`src/rtl/mem_pkg.sv`:
```
// Shared data-memory interface definitions: state encoding and default geometry.
package mem_pkg;

  localparam int unsigned MEM_AW    = 16;
  localparam int unsigned MEM_DW    = 16;
  localparam int unsigned MEM_DEPTH = 16;
  // Wait-state counter width; covers WAIT values 0..15.
  localparam int unsigned WAIT_W    = 4;

  typedef enum logic [1:0] {
    IDLE   = 2'd0,
    ACCESS = 2'd1,
    RESP   = 2'd2
  } mau_state_e;

endpackage

```
`src/rtl/mau_wait_counter.sv`:
```
// Wait-state down-counter: load a start value, count down to zero, flag completion.
module mau_wait_counter #(
  parameter int unsigned W = 4
) (
  input  logic         clk,
  input  logic         rst,
  input  logic         load,
  input  logic [W-1:0] load_val,
  input  logic         dec,
  output logic [W-1:0] cnt,
  output logic         done_c
);

  // Count register; load has priority over decrement, saturates at zero.
  always_ff @(posedge clk or negedge rst) begin
    if (!rst) begin
      cnt <= '0;
    end else if (load) begin
      cnt <= load_val;
    end else if (dec && (cnt != '0)) begin
      cnt <= cnt - W'(1);
    end
  end

  assign done_c = (cnt == '0);

endmodule

```
`src/rtl/mem_access_unit.sv`:
```
// MEM-stage initiator for the data memory: request/response handshakes,
// wait-state insertion, out-of-range detection and a single-cycle write strobe.
module mem_access_unit
  import mem_pkg::*;
#(
  parameter int unsigned AW    = MEM_AW,
  parameter int unsigned DW    = MEM_DW,
  parameter int unsigned DEPTH = MEM_DEPTH,
  parameter int unsigned WAIT  = 0
) (
  input  logic          clk,
  input  logic          rst,
  input  logic          req_valid,
  output logic          req_ready,
  input  logic          req_we,
  input  logic [AW-1:0] req_addr,
  input  logic [DW-1:0] req_wdata,
  output logic          rsp_valid,
  input  logic          rsp_ready,
  output logic [DW-1:0] rsp_rdata,
  output logic          rsp_err,
  output logic          stall,
  output logic [AW-1:0] mem_addr,
  output logic [DW-1:0] mem_wdata,
  output logic          mem_we,
  input  logic [DW-1:0] mem_rdata
);

  mau_state_e          state_q, state_d;
  logic                lat_we_q, lat_we_d;
  logic [AW-1:0]       mem_addr_d;
  logic [DW-1:0]       mem_wdata_d;
  logic                mem_we_d;
  logic                rsp_valid_d;
  logic [DW-1:0]       rsp_rdata_d;
  logic                rsp_err_d;
  logic                cnt_load;
  logic                cnt_dec;
  logic [WAIT_W-1:0]   cnt;
  logic                cnt_done_c;
  logic                addr_oor_c;

  mau_wait_counter #(
    .W (WAIT_W)
  ) u_wait_counter (
    .clk      (clk),
    .rst      (rst),
    .load     (cnt_load),
    .load_val (WAIT_W'(WAIT)),
    .dec      (cnt_dec),
    .cnt      (cnt),
    .done_c   (cnt_done_c)
  );

  // Full-width range check, no truncation of the request address.
  assign addr_oor_c = (req_addr >= AW'(DEPTH));

  assign req_ready = (state_q == IDLE);
  assign stall     = req_valid & ~req_ready;

  // Next-state and next-register logic. The write strobe is precomputed one
  // cycle early so mem_we comes straight from a flop.
  always_comb begin
    state_d     = state_q;
    lat_we_d    = lat_we_q;
    mem_addr_d  = mem_addr;
    mem_wdata_d = mem_wdata;
    mem_we_d    = 1'b0;
    rsp_valid_d = rsp_valid;
    rsp_rdata_d = rsp_rdata;
    rsp_err_d   = rsp_err;
    cnt_load    = 1'b0;
    cnt_dec     = 1'b0;

    case (state_q)
      IDLE: begin
        if (req_valid) begin
          if (addr_oor_c) begin
            state_d     = RESP;
            rsp_valid_d = 1'b1;
            rsp_err_d   = 1'b1;
            rsp_rdata_d = '0;
          end else begin
            state_d     = ACCESS;
            lat_we_d    = req_we;
            mem_addr_d  = req_addr;
            mem_wdata_d = req_wdata;
            cnt_load    = 1'b1;
            mem_we_d    = req_we && (WAIT == 0);
          end
        end
      end
      ACCESS: begin
        if (cnt_done_c) begin
          state_d     = RESP;
          rsp_valid_d = 1'b1;
          rsp_err_d   = 1'b0;
          rsp_rdata_d = lat_we_q ? '0 : mem_rdata;
        end else begin
          cnt_dec  = 1'b1;
          mem_we_d = lat_we_q && (cnt == WAIT_W'(1));
        end
      end
      RESP: begin
        if (rsp_ready) begin
          state_d     = IDLE;
          rsp_valid_d = 1'b0;
          rsp_err_d   = 1'b0;
        end
      end
      default: begin
        state_d = IDLE;
      end
    endcase
  end

  // State and output registers; reset discards any in-flight access.
  always_ff @(posedge clk or negedge rst) begin
    if (!rst) begin
      state_q   <= IDLE;
      lat_we_q  <= 1'b0;
      mem_addr  <= '0;
      mem_wdata <= '0;
      mem_we    <= 1'b0;
      rsp_valid <= 1'b0;
      rsp_rdata <= '0;
      rsp_err   <= 1'b0;
    end else begin
      state_q   <= state_d;
      lat_we_q  <= lat_we_d;
      mem_addr  <= mem_addr_d;
      mem_wdata <= mem_wdata_d;
      mem_we    <= mem_we_d;
      rsp_valid <= rsp_valid_d;
      rsp_rdata <= rsp_rdata_d;
      rsp_err   <= rsp_err_d;
    end
  end

endmodule

```
`config.mk`:
```
export PLATFORM = sky130hd
export DESIGN_NAME = mem_access_unit
export DESIGN_NICKNAME = d
export VERILOG_FILES = /design/src/rtl/mem_pkg.sv /design/src/rtl/mau_wait_counter.sv /design/src/rtl/mem_access_unit.sv
export SDC_FILE = /design/constraint.sdc
export NUM_CORES = 1
export LEC_CHECK = 0
export ABC_AREA = 1
export CORE_MARGIN = 5
export CORE_UTILIZATION = 43
export DETAILED_ROUTE_END_ITERATION = 8
export HOLD_SLACK_MARGIN = 0.02
export PLACE_DENSITY_LB_ADDON = 0.05
export SLEW_MARGIN = 20
export SYNTH_ARGS = -nofsm -noshare
export SYNTH_HDL_FRONTEND = slang
export SYNTH_SLANG_ARGS = --single-unit
```
`constraint.sdc`:
```
create_clock -name clk -period 1.7 [get_ports clk]
set_input_delay 0.425 -clock clk [delete_from_list [all_inputs] [get_ports clk]]
set_output_delay 0.425 -clock clk [all_outputs]
set_load 0.01 [all_outputs]
```
==> results.json <==
{
  "status": "complete, no violations",
  "yosysMostFrequentCell": "nand2_1",
  "worstPathRequired_ns": 1.27,
  "critPathLaunch": "rsp_rdata[7]",
  "fmax_mhz": 608,
  "area_delta_synth_final_pct": 60.2,
  "ioPinCount": 106,
  "synthCells": 276,
  "routed.top_layer": "met4",
  "drtAntennaViolNets": 0,
  "start_util_pct": 44.4,
  "htreeDepth": 3,
  "place_hpwl_um": 4380,
  "yosysTopAreaCellShare_pct": 55.3,
  "grt_first_pass_wirelength_um": 10200,
  "synth.largest_area_cell": "dfrtp_1",
  "end_kind": "primary output",
  "wl_met3_um": 510,
  "finalPower_mw": 4.05,
  "final.period_utilization_pct": 96.8,
  "wl_per_cell_um": 12.3,
  "place_area_um2": 3890,
  "wl_met2_um": 2740,
  "vias": 2144,
  "clk_latency_ns": 0.32,
  "cellLeakagePower_nw": 2.40,
  "critPathKind": "flop to primary output",
  "cp_cell_sequence": "clkdlybuf4s50_1",
  "dr.pass1.iters": 4,
  "cts-root-buf": "clkbuf_8",
  "vias_per_cell": 4.44,
  "wl_met1_um": 2660,
  "grt_pass1_vias": 2235,
  "antenna_found_initial": 0,
  "synth-async-reset-ratio_pct": 100,
  "drive_above_1_share_pct": 21.6,
  "hold_viol": 0,
  "rsz0062_at_grt": "false",
  "crit_family": "buffers and inverters",
  "cp.arrival_ns": 1.22,
  "ys_seq_area_share_pct": 55.3,
  "synth.net_count": 336,
  "reg2reg_from": "state_q[0]",
  "synth_edf_count": 0,
  "postLayoutCellArea_um2": 4210,
  "synth.top_cells.by_count": "106 x nand2_1, 58 x dfrtp_1, 23 x inv_1, 16 x o21ai_2, 14 x nand2_2",
  "rows": 28,
  "gp_congestion": 0.771,
  "cp_slowest_cell": "clkdlybuf4s50_1",
  "ys.warnings.count": 0,
  "wl_um": 5930,
  "crit_path_max_incr_delay_ns": 0.55,
  "tritoncts": "done",
  "drv_slew": 0,
  "hold_slack_ns": 0.0957,
  "setup_ws_ns": 0.0541,
  "cap_violations": 0,
  "avgSynthCellArea_um2": 9.52,
  "holdBufCountCts": 0,
  "clock_sinks": 58,
  "post_cts_buffers": 0,
  "dieArea_um2": 7770,
  "chipWidth_um": 88.2,
  "dp_slack_ns": -0.301,
  "cp_num_buf_inv": 1,
  "route.detailed.drc": 0,
  "period_minus_slack_ns": 1.65,
  "synth_ff_type": "dfrtp_1",
  "worstMarginPinSlew_ns": 0.308,
  "synth_seq_cells": 58,
  "finClkSkew_ns": 0.00674,
  "setup_viol": 0,
  "slew-limit-headroom_pct": 79.5,
  "overflow": 0,
  "cp-start-kind": "flop",
  "grt_max_degree": 59,
  "track_usage_pct": 16.9,
  "antennaDiodeCount": 0,
  "cts_buffer_depth": 2,
  "ir_drop_mv": 0.519,
  "ys_types": 24,
  "netlist_area_um2": 2630,
  "first_iter_violations": 71,
  "layout.nets": 463,
  "die_y_um": 88.2,
  "port_buffers": 105,
  "worstPathMaxFanout": 2,
  "numCtsBuffers": 9,
  "core_area_um2": 5920,
  "hold_path.class": "input pin to asynchronous set/reset pin",
  "clk_pin_slew_ns": 0.06,
  "synth.area.top_cells": "dfrtp_1 55%, nand2_1 15%, o21ai_2 5.3%, ha_1 3.3%, nand2_2 3.3%",
  "fin_util_pct": 71.0,
  "powerDensity_nw_per_um2": 962
}
## timing repair
action | CTS | global route
pin swaps | 1 | 0
endpoints found under the setup margin | 2 | 37
cloned | 0 | 0
resized for setup | 8 | 23
## metrics by stage
stage | TNS [ns] | cells
global route | 0 | 483
detailed placement | -7.35 | 467
floorplan | 0 | 276
finish | 0 | 483
global placement | -6.15 | 467
CTS | 0 | 483
## cells in the final DEF (no fill, tap or decap), types with 2 or more instances in the layout
master | synthesis | routed
buf_2 | 1 | 2
o21ai_0 | 3 | 3
dlymetal6s2s_1 | 0 | 19
buf_12 | 0 | 5
nor2_4 | 4 | 4
ha_1 | 7 | 5
inv_2 | 3 | 5
nand2_2 | 14 | 14
nand4_1 | 3 | 3
o21ai_2 | 16 | 16
nand2_4 | 4 | 4
clkbuf_8 | 0 | 10
bufinv_16 | 0 | 4
buf_4 | 2 | 16
inv_1 | 23 | 21
dfrtp_1 | 58 | 58
clkdlybuf4s50_1 | 0 | 83
nand2_1 | 106 | 106
nor2_1 | 12 | 12
nand3_1 | 5 | 5
## kinds of logic (layout without fill, tap and decap cells)
group                    count (synthesis)  after routing  synth area share [%]
buffers and inverters                   36            168                  7.48
adder cells (fa/ha/maj)                  7              7                  3.33
AO/OA/AOI/OAI                           21             21                  6.62
AND/OR/NAND/NOR                        152            152                  26.6
flip-flops                              58             58                  55.3
XOR/XNOR                                 2              2                 0.667
## layer usage
metal / global-route usage (%) / vias up
li1: - / 1104
met1: 22.2 / 968
met2: 26.2 / 69
met3: 5.83 / 3
met4: 6.18 / 0
met5: 0 / -
## cell type report
cell class	count	area [um^2]
tap	75	93.8
fill	462	1710
timing repair buffer	126	1300
multi-input combinational	182	993
inverter	26	97.6
clock buffer	11	141
clock inverter	5	125
sequential	58	1450
## state kept, by name (all words and copies together), names as in the netlist
register / flops
mem_addr: 16
mem_wdata: 16
rsp_rdata: 16
u_wait_counter.cnt: 4
state_q: 2
lat_we_q: 1
mem_we: 1
rsp_err: 1
rsp_valid: 1
## worst reg2reg max path, delay by kind of cell (launching register included)
| family | cells | cell delay (ns) |
|---|---|---|
| AND/OR/NAND/NOR | 4 | 0.48 |
| flip-flops | 1 | 0.39 |
| buffers and inverters | 2 | 0.32 |
| adder cells (fa/ha/maj) | 1 | 0.24 |
| AO/OA/AOI/OAI | 1 | 0.05 |
## path summary, 6_finish.rpt
kind | cells past startpoint | slack (ns) | end
setup reg to reg | 8 | 0.13 | rsp_rdata[10]
max in group asynchronous | 2 | 1.35 | mem_addr[9]
hold / removal | 2 | 0.1 | rsp_valid
hold reg to reg | 2 | 0.46 | mem_addr[6]
min in group clk | 2 | 0.46 | mem_addr[6]
setup / recovery | 1 | 0.05 | rsp_rdata[7]
## power breakdown
part | total [mW] | switching, mW | internal (mW)
Clock | 1.67 | 0.509 | 1.16
Combinational | 0.935 | 0.471 | 0.463
Sequential | 1.44 | 0.0219 | 1.42
Power figures use the tool's default switching activity.
